**src/rtl/tank_ctrl.sv**
```systemverilog
// tank_ctrl: player tank with rotation, fixed-point movement, arena clamp,
// edge-triggered fire with cooldown, and a dead/respawn state machine.
module tank_ctrl #(
    parameter int X_START   = 320,
    parameter int Y_START   = 240,
    parameter int X_MIN     = 0,
    parameter int X_MAX     = 639,
    parameter int Y_MIN     = 0,
    parameter int Y_MAX     = 479,
    parameter int TANK_SIZE = 10,
    parameter int STEP      = 1,
    parameter logic [7:0] KEY_LEFT  = 8'h04,
    parameter logic [7:0] KEY_RIGHT = 8'h07,
    parameter logic [7:0] KEY_FWD   = 8'h1A,
    parameter logic [7:0] KEY_BACK  = 8'h16,
    parameter logic [7:0] KEY_FIRE  = 8'h2C,
    parameter int COOLDOWN  = 30,
    parameter int RESPAWN   = 120
) (
    input  logic        frame_clk,
    input  logic        Reset,
    input  logic [31:0] keycode,
    input  logic        hit,
    input  logic [7:0]  sin,
    input  logic [7:0]  cos,
    output logic [9:0]  TankX,
    output logic [9:0]  TankY,
    output logic [9:0]  TankS,
    output logic [5:0]  Angle,
    output logic        ShootBullet,
    output logic        Alive
);
    localparam int CW = $clog2(COOLDOWN + 2);
    localparam int RW = $clog2(RESPAWN + 1);
    localparam int X_HI = X_MAX - TANK_SIZE + 1;
    localparam int Y_HI = Y_MAX - TANK_SIZE + 1;
    localparam logic [16:0] XS = 17'(X_START * 128);
    localparam logic [16:0] YS = 17'(Y_START * 128);
    localparam logic signed [17:0] STEP_S = 18'(STEP);

    typedef enum logic {ALIVE, DEAD} state_t;

    state_t state, state_n;
    logic [16:0] px, py, px_n, py_n;
    logic [5:0] ang_n;
    logic [CW-1:0] cd, cd_n;
    logic [RW-1:0] rc, rc_n;
    logic prev_fire, shoot_n;
    logic left, right, fwd, back, fire, fwd_only, back_only, l_only, r_only;
    logic signed [17:0] dx, dy, nx, ny;

    function automatic logic pressed(input logic [31:0] kc, input logic [7:0] k);
        return kc[7:0] == k || kc[15:8] == k || kc[23:16] == k || kc[31:24] == k;
    endfunction

    // Negative sums mean the tank crossed pixel 0; treat them as below the minimum.
    function automatic logic [16:0] clamp(input logic signed [17:0] v, input int lo, input int hi);
        logic signed [17:0] i;
        i = v >>> 7;
        return (v < 0 || i < lo) ? 17'(lo * 128) : (i > hi) ? 17'(hi * 128) : v[16:0];
    endfunction

    assign left      = pressed(keycode, KEY_LEFT);
    assign right     = pressed(keycode, KEY_RIGHT);
    assign fwd       = pressed(keycode, KEY_FWD);
    assign back      = pressed(keycode, KEY_BACK);
    assign fire      = pressed(keycode, KEY_FIRE);
    assign fwd_only  = fwd & ~back;
    assign back_only = back & ~fwd;
    assign l_only    = left & ~right;
    assign r_only    = right & ~left;
    assign dx        = 18'(signed'(cos)) * STEP_S;
    assign dy        = 18'(signed'(sin)) * STEP_S;
    assign nx        = signed'({1'b0, px}) + (fwd_only ? dx : back_only ? -dx : 18'sd0);
    assign ny        = signed'({1'b0, py}) + (fwd_only ? -dy : back_only ? dy : 18'sd0);

    always_comb begin
        state_n = state;
        px_n    = px;
        py_n    = py;
        ang_n   = Angle;
        cd_n    = (cd == '0) ? '0 : cd - 1'b1;
        rc_n    = rc;
        shoot_n = 1'b0;
        if (state == ALIVE) begin
            if (hit) begin
                state_n = DEAD;
                rc_n    = RW'(RESPAWN - 1);
            end else begin
                px_n  = clamp(nx, X_MIN, X_HI);
                py_n  = clamp(ny, Y_MIN, Y_HI);
                ang_n = Angle + 6'(l_only) - 6'(r_only);
                if (fire && !prev_fire && cd == '0) begin
                    shoot_n = 1'b1;
                    cd_n    = CW'(COOLDOWN);
                end
            end
        end else if (rc == '0) begin
            state_n = ALIVE;
            px_n    = XS;
            py_n    = YS;
            ang_n   = '0;
            cd_n    = '0;
        end else begin
            rc_n = rc - 1'b1;
        end
    end

    always_ff @(posedge frame_clk) begin
        if (Reset) begin
            state       <= ALIVE;
            px          <= XS;
            py          <= YS;
            Angle       <= '0;
            cd          <= '0;
            rc          <= '0;
            prev_fire   <= 1'b0;
            ShootBullet <= 1'b0;
        end else begin
            state       <= state_n;
            px          <= px_n;
            py          <= py_n;
            Angle       <= ang_n;
            cd          <= cd_n;
            rc          <= rc_n;
            prev_fire   <= fire;
            ShootBullet <= shoot_n;
        end
    end

    assign TankX = px[16:7];
    assign TankY = py[16:7];
    assign TankS = 10'(TANK_SIZE);
    assign Alive = (state == ALIVE);
endmodule

```
**config.mk**
```make
export PLATFORM = sky130hd
export DESIGN_NAME = tank_ctrl
export DESIGN_NICKNAME = d
export VERILOG_FILES = /design/src/rtl/tank_ctrl.sv
export SDC_FILE = /design/constraint.sdc
export NUM_CORES = 1
export LEC_CHECK = 0
export ABC_CLOCK_PERIOD_IN_PS = 6420
export BUFFER_PORTS_ARGS = -buffer_cell sky130_fd_sc_hd__buf_2
export CAP_MARGIN = 20
export CELL_PAD_IN_SITES_DETAIL_PLACEMENT = 2
export CELL_PAD_IN_SITES_GLOBAL_PLACEMENT = 2
export CORE_ASPECT_RATIO = 1.75
export CORE_UTILIZATION = 33
export DETAILED_ROUTE_END_ITERATION = 8
export PLACE_DENSITY_LB_ADDON = 0.1
export SYNTH_ARGS = -nofsm -noshare
export SYNTH_HDL_FRONTEND = slang
export SYNTH_SLANG_ARGS = --single-unit
export TNS_END_PERCENT = 20
```
**constraint.sdc**
```tcl
create_clock -name frame_clk -period 6.42 [get_ports frame_clk]
set_input_delay 0.963 -clock frame_clk [delete_from_list [all_inputs] [get_ports frame_clk]]
set_output_delay 0.963 -clock frame_clk [all_outputs]
set_load 0.01 [all_outputs]
```
# Word-level counts from Yosys, hierarchy flattened
# Cells that the tools add are included.
# totals
regBits	55
output_inout_bits	38
wordCells	109
# classes
reduce_logical	26
n_lt_le_gt_ge	6
muxes	29
add_sub_neg	8
n_eq_ne	23
bitwise_logic	9
# op_table
cell	count
$mux W17	10
$mux W18	4
$eq A8 B3 Y1 const B	8
$eq A8 B5 Y1 const B	8
$add A18 B18 Y18	2
$lt A18 B1 Y1 const B	2
$neg A8 Y18	2
$eq A8 B6 Y1 const B	4
$mux W5	5
$lt A11 B1 Y1 const B	2
$mux W7	3
$mux W6	3
$logic_or A1 B1 Y1	17
$gt A11 B10 Y1 const B	1
$gt A11 B11 Y1 const B	1
$logic_not A7 Y1	1
$sub A7 B1 Y7 const B	1
$add A6 B1 Y6	1
$sub A6 B1 Y6	1
$logic_not A5 Y1	1
$not A1 Y1	5
$sub A5 B1 Y5 const B	1
$and A1 B1 Y1	4
$mux W1	4
7 further kinds	10

# Longest topological paths before layout
# Gate-level depths: netlist of run 1.
# depth
word_depth	14
ltp_mapped	19
ltp_nobuf	17

# Worst setup path before layout of run 1
# Ideal clock, no wire load.
# synth_path
path_kind	input to register
from	input port keycode[31]
to	register px[10]
setup_slack_ns	0.967
stages	18
setup_ns	0.083
required_time_ns	6.337
arrival_ns	5.370
cell_sequence	or3b_1 or3b_4 nand4_4 or2_1 buf_2 clkbuf_1 a21oi_1 ha_1 fa_1 a211oi_2 o21ai_2 o311a_4 a22oi_1 mux2i_1 and4b_1 or4_1 buf_2 o31ai_4
# synth_via
elab_chain_len	12
word_cells_on_any_way	19
# synth_lines
item	line	source
from (decl)	22	input logic [31:0] keycode,
$eq A8 B5 Y1	53	return kc[7:0] == k || kc[15:8] == k || kc[23:16] == k || kc[31:24] == k;
$logic_or A1 B1 Y1	53	
$not A1 Y1	69	assign back_only = back & ~fwd;
$and A1 B1 Y1	69	
$mux W18	74	assign nx = signed'({1'b0, px}) + (fwd_only ? dx : back_only ? -dx : 18'sd0);
$mux W18 *	74	
$add A18 B18 Y18 *	74	
$lt A18 B1 Y1 (tied with other cells)	60	return (v < 0 || i < lo) ? 17'(lo * 128) : (i > hi) ? 17'(hi * 128) : v[16:0];
$logic_or A1 B1 Y1 / $mux W17 (equally long branches)	60	
$mux W17 *	60	
$mux W17 *	86	if (hit) begin
$mux W17 *	85	if (state == ALIVE) begin
to (signal assigned)	121	px <= px_n;
to (decl)	44	logic [16:0] px, py, px_n, py_n;
# Every way passes the cells marked *; elsewhere a longest branch is shown, timed or not. The select of a mux whose other input is x is not followed.
# A chain may end at the register's enable or synchronous reset.

# Final worst setup path of run 1
# layout_path
from	input port keycode[21]
to	register px[10]
# layout_via
elab_chain_len	13
word_cells_on_any_way	21
# layout_lines
item	line
$eq A8 B5 Y1	53
$logic_or A1 B1 Y1 (2 in series)	53
$not A1 Y1	69
$and A1 B1 Y1	69
$mux W18	74
$mux W18 *	74
$add A18 B18 Y18 *	74
$lt A18 B1 Y1 (tied with other cells)	60
$logic_or A1 B1 Y1 / $mux W17 (equally long branches)	60
$mux W17 *	60
$mux W17 *	86
$mux W17 *	85
# Marks and branches as above.

==> reports/results.txt, run 1 <==
Synthesis instantiated 77 different standard cells from the library. During synthesis, Yosys emitted a total of 0 warnings. The count of buffers added on input and output ports is 78. After layout, the design draws a total of 0.000962 W. The run gives 0 as the number of DRC violations after detailed routing. The logs give 0 for the final count of hold timing violations and 5840 um^2 for the final design instance area without fill. The synthesized design contains 0 enable-type register cells. The final-layout setup total negative slack was 0 ns; the vertical die dimension was 169 um.

In this run the remaining antenna-violating nets after routing total 0. The root buffer cell chosen for the clock tree is clkbuf_16. Among all flip-flop cells after synthesis, the most frequent one is dfxtp_1. In this run the worst setup path begins at keycode[21].

The hold path startpoint was px[2]. The logs give 5240 um^2 for the post-synth design cell area and 0.742 ns for the worst setup slack after layout. In this run, the number of DRC markers left after iteration 0 of detailed routing was 137.

STA classifies the critical path startpoint as a primary input. For the number of levels in the clock H-tree, the log shows 2. The run gives 0.227 as the total global routing track utilization. The via count of the first global-routing pass is 5884. For flop-to-flop paths, the worst setup slack is 2.68 ns. The total congestion overflow after global routing is 0, and the routed wire length is 18.5 mm. For the worst hold slack across all endpoints, the log shows 0.464 ns. The per-cell via count in the routed design is 5.71, and the initial core utilization is 0.339. Setup violations remaining at the end of the flow were counted as 0. The run gives 0.210 as the sequential area share after synthesis. Clock-pin slew was measured on the worst setup and hold paths at 0.08 ns. Nature of the critical path endpoint: a flip-flop. In this run the most used layer during global routing was met2. After floorplanning, the core was sized to cover 15500 um^2. The first global-routing pass estimated 29.7 mm of wire. The clock period could shrink to 5.68 ns. Critical setup path kind: primary input to flip-flop.

Counting the buffers created by CTS gives 5. The post-route fraction of the period consumed by the critical path is 0.884, and the total die area is 16400 um^2. TritonCTS built the clock tree. At the pin with the least slew margin, the transition time is 0.763 ns. The average detailed-routed wire length per instance is 20.2 um, and the synthesized area per cell is 7.68 um^2. For the peak supply drop, the log shows 97.8 uV. First-pass detailed-route iteration total: 4. Setup repair after global routing left no endpoint under its margin. Summed over all cells, the static leakage comes to 2.63 nW.

In this run the horizontal extent of the chip is 97.3 um. Entering global routing, the biggest net connects 17 pins. 89 I/O pins were placed. For this run, the top clock speed supported by timing is 0.176 GHz.

At the worst endpoint, the required time is 6.65 ns. The routed layout has 5246 vias. The run gives 0.487 as the met2 capacity usage during global routing.

Relative to the synthesized area, the layout overhead comes to 11.4%. In this run the core area contains 60 standard-cell rows. The run gives 0 as the quantity of gates resized following cts. The share of cells above drive strength 1 was 0.153. Max-cap violations in this run came to 0.

The clock reaches the later pin of the worst-skew pair after 0.30 ns. Along the worst path, the maximum fanout reaches 13. The final layout contains 834 nets. The number of antenna violations at the first check in global routing is 2. For this design the ratio of total power to cell area is 165 nW/um^2.

The logs give 5.90 ns for the arrival time of the worst setup path and 2 for the number of buffers on the longest clock path. The run gives 0 as the number of buffers inserted to repair setup after CTS. The met3 demand-to-capacity share in global routing was 0.0165; the final RePlAce weighted congestion was 0.848. The run gives 5650 um^2 as the post-place instance area. Timing analysis after detailed placement gives a worst setup slack of 0.356 ns. The worst register-to-register path begins at px[0].

The run gives 0 as the post-cts hold buffer count. The path class of the tightest hold or removal check is flip-flop to flip-flop. The flip-flop and latch count after synthesis is 55. The HPWL after detailed placement is 15.8 mm.

The tools report the max-slew violation total from the final report as 0. Number of clock sinks: 55. The run gives 0.207 as the met1 capacity usage during global routing. The flow ran to the end, and the final reports show no timing, DRC or antenna violations. The run gives 682 as the gate count after technology mapping. The setup clock skew after layout came out at 0.00692 ns.

The relative slew slack came out at 0.489. Fraction of registers with async set or reset after synthesis: 0.
flip-flops by register name, summed over array words and instances (netlist names):
signal and cells:
state 1, ShootBullet 1, cd 5, py 17, px 17, prev_fire 1
Angle 6, rc 7
layout by cell type, fill, tap and decap left out, types with 6 or more instances in the layout:
master	n
o21a_1	6
a32o_1	10
a21oi_1	47
inv_1	29
a211oi_1	6
o31ai_1	10
or3_1	11
buf_2	78
nor3_1	23
nand4_1	7
nor2_1	41
and2_1	7
conb_1	10
a21o_1	11
nand3_1	21
nand2_1	86
o211ai_1	10
a22o_1	6
xor2_1	11
dfxtp_1	55
o21ai_0	55
ha_1	50
xnor2_1	25
o21ai_1	6
critical path, stage by stage:
cell and delay, ns:
buf_2 0.12, nor4bb_1 0.39, or3b_4 0.44, nand4_4 0.14
and2_1 0.47, nand2_1 0.10, o21ai_0 0.20, ha_1 0.33
a211oi_1 0.36, o211ai_1 0.29, nand4_1 0.21, nand2_1 0.06
o311ai_0 0.54, a21oi_1 0.27, or4_1 0.78, o31ai_4 0.23
metal layers:
layer  wire, um  share of wire  up-vias
met3        218          0.012       37
li1           -              -     2561
met2      11300           0.61       66
met5          0              0        -
met1       6360           0.34     2582
met4        713          0.038        0
kinds of logic after synthesis:
group | synth area share
and+or+nand+nor | 0.233
muxes | 0.00406
xor gates and xnor gates | 0.0633
other | 0.00143
buffers and inverters | 0.0805
DFF | 0.210
adders and majority gates | 0.131
AOI/OAI and AO/OA | 0.277
final cells by class:
cell class / count / area (um^2)
Fill cell: 1867 / 9630
Multi-Input combinational cell: 555 / 3750
Sequential cell: 55 / 1100
Timing Repair Buffer: 84 / 455
Tap cell: 186 / 233
Clock buffer: 6 / 129
Inverter: 29 / 109
Clock inverter: 2 / 60.1
Antenna cell: 2 / 5.00
path summary, 6_finish.rpt:
check,cells past startpoint,end
worst max-delay path,16,px[10]
worst max register to register,10,px[10]
worst min register to register,2,px[2]
worst min-delay path,2,px[2]
report_power, final:
| group | switching, W | leakage, nW | total [W] | internal [W] |
|---|---|---|---|---|
| Sequential | 0.0000192 | 0.447 | 0.000383 | 0.000364 |
| Combinational | 0.000130 | 2.09 | 0.000217 | 0.0000871 |
| Clock | 0.000137 | 0.0911 | 0.000362 | 0.000224 |
| Total | 0.000286 | 2.63 | 0.000962 | 0.000675 |
cell usage after synthesis, drive strengths merged (4+ instances only):
library cell / instances / area (um^2)
buf: 37 / 260
a211oi: 7 / 57.6
xnor2: 25 / 219
o211a: 4 / 40.0
and3: 5 / 31.3
o31ai: 12 / 118
a21oi: 47 / 235
or3b: 5 / 51.3
o21ai: 62 / 314
a22o: 7 / 70.1
or2: 4 / 25.0
inv: 29 / 109
a21o: 11 / 82.6
o211ai: 10 / 75.1
o22ai: 4 / 25.0
and2: 7 / 43.8
or3: 11 / 68.8
nor3: 24 / 125
nor4: 5 / 31.3
xor2: 12 / 113
ha: 50 / 626
dfxtp: 55 / 1100
nand4: 8 / 65.1
o21a: 6 / 45.0
nor2: 42 / 160
nand2b: 4 / 25.0
clkbuf: 14 / 52.6
nand2: 86 / 323
a32o: 10 / 100
nand3: 21 / 105
per-stage QoR:
| stage | util | cells |
|---|---|---|
| global placement | 0.363 | 908 |
| CTS | 0.377 | 917 |
| global route | 0.378 | 919 |
| detailed placement | 0.365 | 909 |
| finish | 0.378 | 919 |
| floorplan | - | 690 |
Note: power is estimated with default switching activity, not from simulation.
==> run 2, diff against run 1 <==
--- a/config.mk
+++ b/config.mk
@@ -12,6 +12,7 @@
 export CELL_PAD_IN_SITES_GLOBAL_PLACEMENT = 2
 export CORE_ASPECT_RATIO = 1.75
 export CORE_UTILIZATION = 33
+export CTS_BUF_LIST = sky130_fd_sc_hd__clkbuf_8 sky130_fd_sc_hd__clkbuf_16
 export DETAILED_ROUTE_END_ITERATION = 8
 export PLACE_DENSITY_LB_ADDON = 0.1
 export SYNTH_ARGS = -nofsm -noshare
==> run 2 against run 1 <==
Against the previous run: setup slack hardly changed; flip-flop and latch count did not move; critical path depth unchanged; global-route usage is the same; total power is 0.17% lower; combinational power is essentially flat; design area unchanged; maximum frequency about the same; via count barely moved; core utilization is the same; register-to-register slack about the same; clock skew barely moved; largest cell class unchanged; highest routed layer unchanged.
==> reports/results.txt, run 2 (same netlist as run 1, synthesis figures left out) <==
The placed cell count was 909 (unchanged); the shortest period the worst path allows was 5.68 ns (+0.000159 ns). The tools report the global-route wire length before repair as 29.7 mm (unchanged). The run gives 6.36 mm (unchanged) as the met1 wire length. The tools report the detailed-route via count as 5245 (-0.019%). The CTS clock-pin slew for the worst setup and hold paths works out to 0.08 ns (about the same).

For the max-slew violation total from the final report, the log shows 0 (unchanged). The total setup violations reported at the end of the flow was 0 (unchanged); the final RePlAce weighted congestion was 0.848 (unchanged). The total global routing track utilization was 0.227 (unchanged); the number of core rows was 60 (unchanged).

The tree is rooted in a clkbuf_16. For the core box area, the log shows 15500 um^2 (unchanged). The tools report the number of top-level design ports as 89 (unchanged).

TritonCTS built the clock tree. The delay of the slowest cell on the worst path came out at 0.78 ns (about the same). The post-cts hold buffer count is 0 (unchanged), and the final-layout setup total negative slack is 0 ns (unchanged). The port buffer count came out at 78 (unchanged). Among all stages on the critical path, the largest delay is contributed by or4_1. The initial core utilization is 0.339 (unchanged), and the timing-limited maximum frequency is 0.176 GHz (about the same). The run finished with clean final reports.

Average detailed-routed wire length per instance: 20.2 um (about the same). The remaining number of nets flagged by the antenna check after routing is 0 (unchanged). The uppermost signal routing layer after detailed routing was met4. The logs give 0 (unchanged) for the number of DRC violations after detailed routing and 5884 (unchanged) for the via count of the first global-routing pass. The tools report the quantity of gates resized following cts as 0 (unchanged).

The startpoint identified for the worst register-to-register timing path is px[0]. Total buffers and inverters traversed by the critical path: 1 (unchanged). Setup repair after global routing left no endpoint under its margin. The post-route fraction of the period consumed by the critical path works out to 0.884 (about the same). Family of cells with the greatest summed delay on the critical path: simple AND/OR/NAND/NOR gates. The highest fanout seen on the critical path was 13 (unchanged); the actual transition at the worst max-transition pin was 0.763 ns (unchanged). STA classifies the critical path endpoint as a flip-flop.

The number of nets at the end of the flow was 834 (unchanged); the count of max-cap constraint violations was 0 (unchanged). The final cell count without fillers is 919 (unchanged), and the vertical die dimension is 169 um (unchanged). The share of cells above drive strength 1 was 0.153 (unchanged); the initial DRC count was 137 (unchanged). The worst reg2reg path depth was 10 (unchanged); the area growth from synthesis to layout was 11.4% (unchanged). The number of buffers on the longest clock path is 2 (unchanged), and the peak supply drop is 97.8 uV (unchanged). The run gives 0 (unchanged) as the total congestion overflow after global routing.

The per-cell via count in the routed design came out at 5.71 (about the same). Type of the tightest min-delay check: flip-flop to flip-flop. The run gives 0.489 (unchanged) as the relative slew slack. In the final layout, the registers with the most flip-flops are px x17, py x17, rc x7. The total length of routed met3 wires came out at 218 um (unchanged).

The tools report the HPWL after detailed placement as 15.8 mm (unchanged). The run gives 17 (unchanged) as the pin count of the biggest net entering global routing. The tools report the met2 wire length as 11.3 mm (about the same). Setup clock skew after layout: 0.00684 ns (-0.0000805 ns). The ratio of total power to cell area came out at 164 nW/um^2 (-0.17%). The tools report the critical path launch point type as a primary input.

The worst-skew pair later-pin latency came out at 0.30 ns (about the same). The leading cell type in the layout, fill and taps excluded is nand2_1. The logs give 5840 um^2 (unchanged) for the final design instance area without fill and 55 (unchanged) for the number of clock sinks. The number of antenna violations at the first check in global routing is 2 (unchanged), and the required time of the critical path is 6.65 ns (about the same).

The static leakage is 2.63 nW (+0.16%), and the final count of hold timing violations is 0 (unchanged). The post-place instance area is 5650 um^2 (unchanged). The worst register-to-register path ends at px[10].

For the total design power, the log shows 0.000960 W (-0.17%). The run gives 18.5 mm (about the same) as the routed wire length. The critical path goes through buf_2 -> nor4bb_1 -> or3b_4 -> nand4_4 -> and2_1 -> nand2_1 -> o21ai_0 -> ha_1 -> a211oi_1 -> o211ai_1 -> nand4_1 -> nand2_1 -> o311ai_0 -> a21oi_1 -> or4_1 -> o31ai_4.

The arrival time of the worst setup path was 5.90 ns (about the same); the slack of the worst reg-to-reg path was 2.68 ns (about the same). For hold timing, the worst endpoint is px[2]. The die width is 97.3 um (unchanged).

The number of buffers created by CTS is 5 (unchanged). The first-pass detailed-route iteration total came out at 4 (unchanged). The startpoint identified for the worst hold timing path is px[2]. The cell seen most often among critical-path stages is nand2_1. Number of levels in the clock H-tree: 2 (unchanged). The library cells used most frequently in the layout, excluding fill and tap cells, are 86 x nand2_1, 78 x buf_2, 55 x dfxtp_1, 55 x o21ai_0, 50 x ha_1. The worst hold slack across all endpoints came out at 0.464 ns (unchanged).

The worst setup path is of the primary input to flip-flop kind. The number of stages on the worst hold path is 2 (unchanged), and the total die area is 16400 um^2 (unchanged). The tools report the number of buffers inserted to repair setup after CTS as 0 (unchanged).
run 2: cell count changes in the layout (fill, tap and decap cells not counted), sizes merged:
cell and change:
clkbuf -1, inv +1
run 2: area by class of cell:
cell class | count | area, um^2
multi-input cells | 555 | 3750
clock inverters | 3 | 63.8
clock buffers | 5 | 125
fillers | 1867 | 9630
inverters | 29 | 109
repair buffers | 84 | 455
flip-flops and latches | 55 | 1100
diodes | 2 | 5.00
well taps | 186 | 233
run 2: worst max-delay path by stage:
stage,from,endpoint,depth (start not counted)
after CTS,keycode[21],px[10],18
final,keycode[21],px[10],16
after global placement,keycode[31],px[10],16
after floorplan,keycode[31],px[10],18
after global routing,keycode[21],px[10],16
after detailed placement,keycode[21],px[10],16
run 2: worst reg2reg max path, stage by stage, from the launching register on:
cell	delay [ns]
dfxtp_1	0.33
ha_1	0.24
fa_1	0.45
a211oi_2	0.26
o21ai_2	0.12
o311a_4	0.36
a22oi_1	0.26
mux2i_1	0.39
and4b_1	0.28
or4_1	0.72
o31ai_4	0.23
run 2: per-stage QoR:
step | util | setup WS, ns
floorplan | - | 0.967
global placement | 0.363 | 0.430
detailed placement | 0.365 | 0.356
CTS | 0.377 | 0.685
global route | 0.378 | 0.344
finish | 0.378 | 0.742
run 2: report_power, final:
group | total, W | switching (W) | internal (W) | leakage (nW)
Sequential | 0.000383 | 0.0000192 | 0.000364 | 0.447
Combinational | 0.000217 | 0.000130 | 0.0000871 | 2.09
Clock | 0.000360 | 0.000137 | 0.000223 | 0.0952
run 2: metal layers:
metal | track usage | up-vias
met4 | 0.103 | 0
met2 | 0.487 | 66
li1 | - | 2561
met5 | 0 | -
met3 | 0.0165 | 37
met1 | 0.207 | 2581
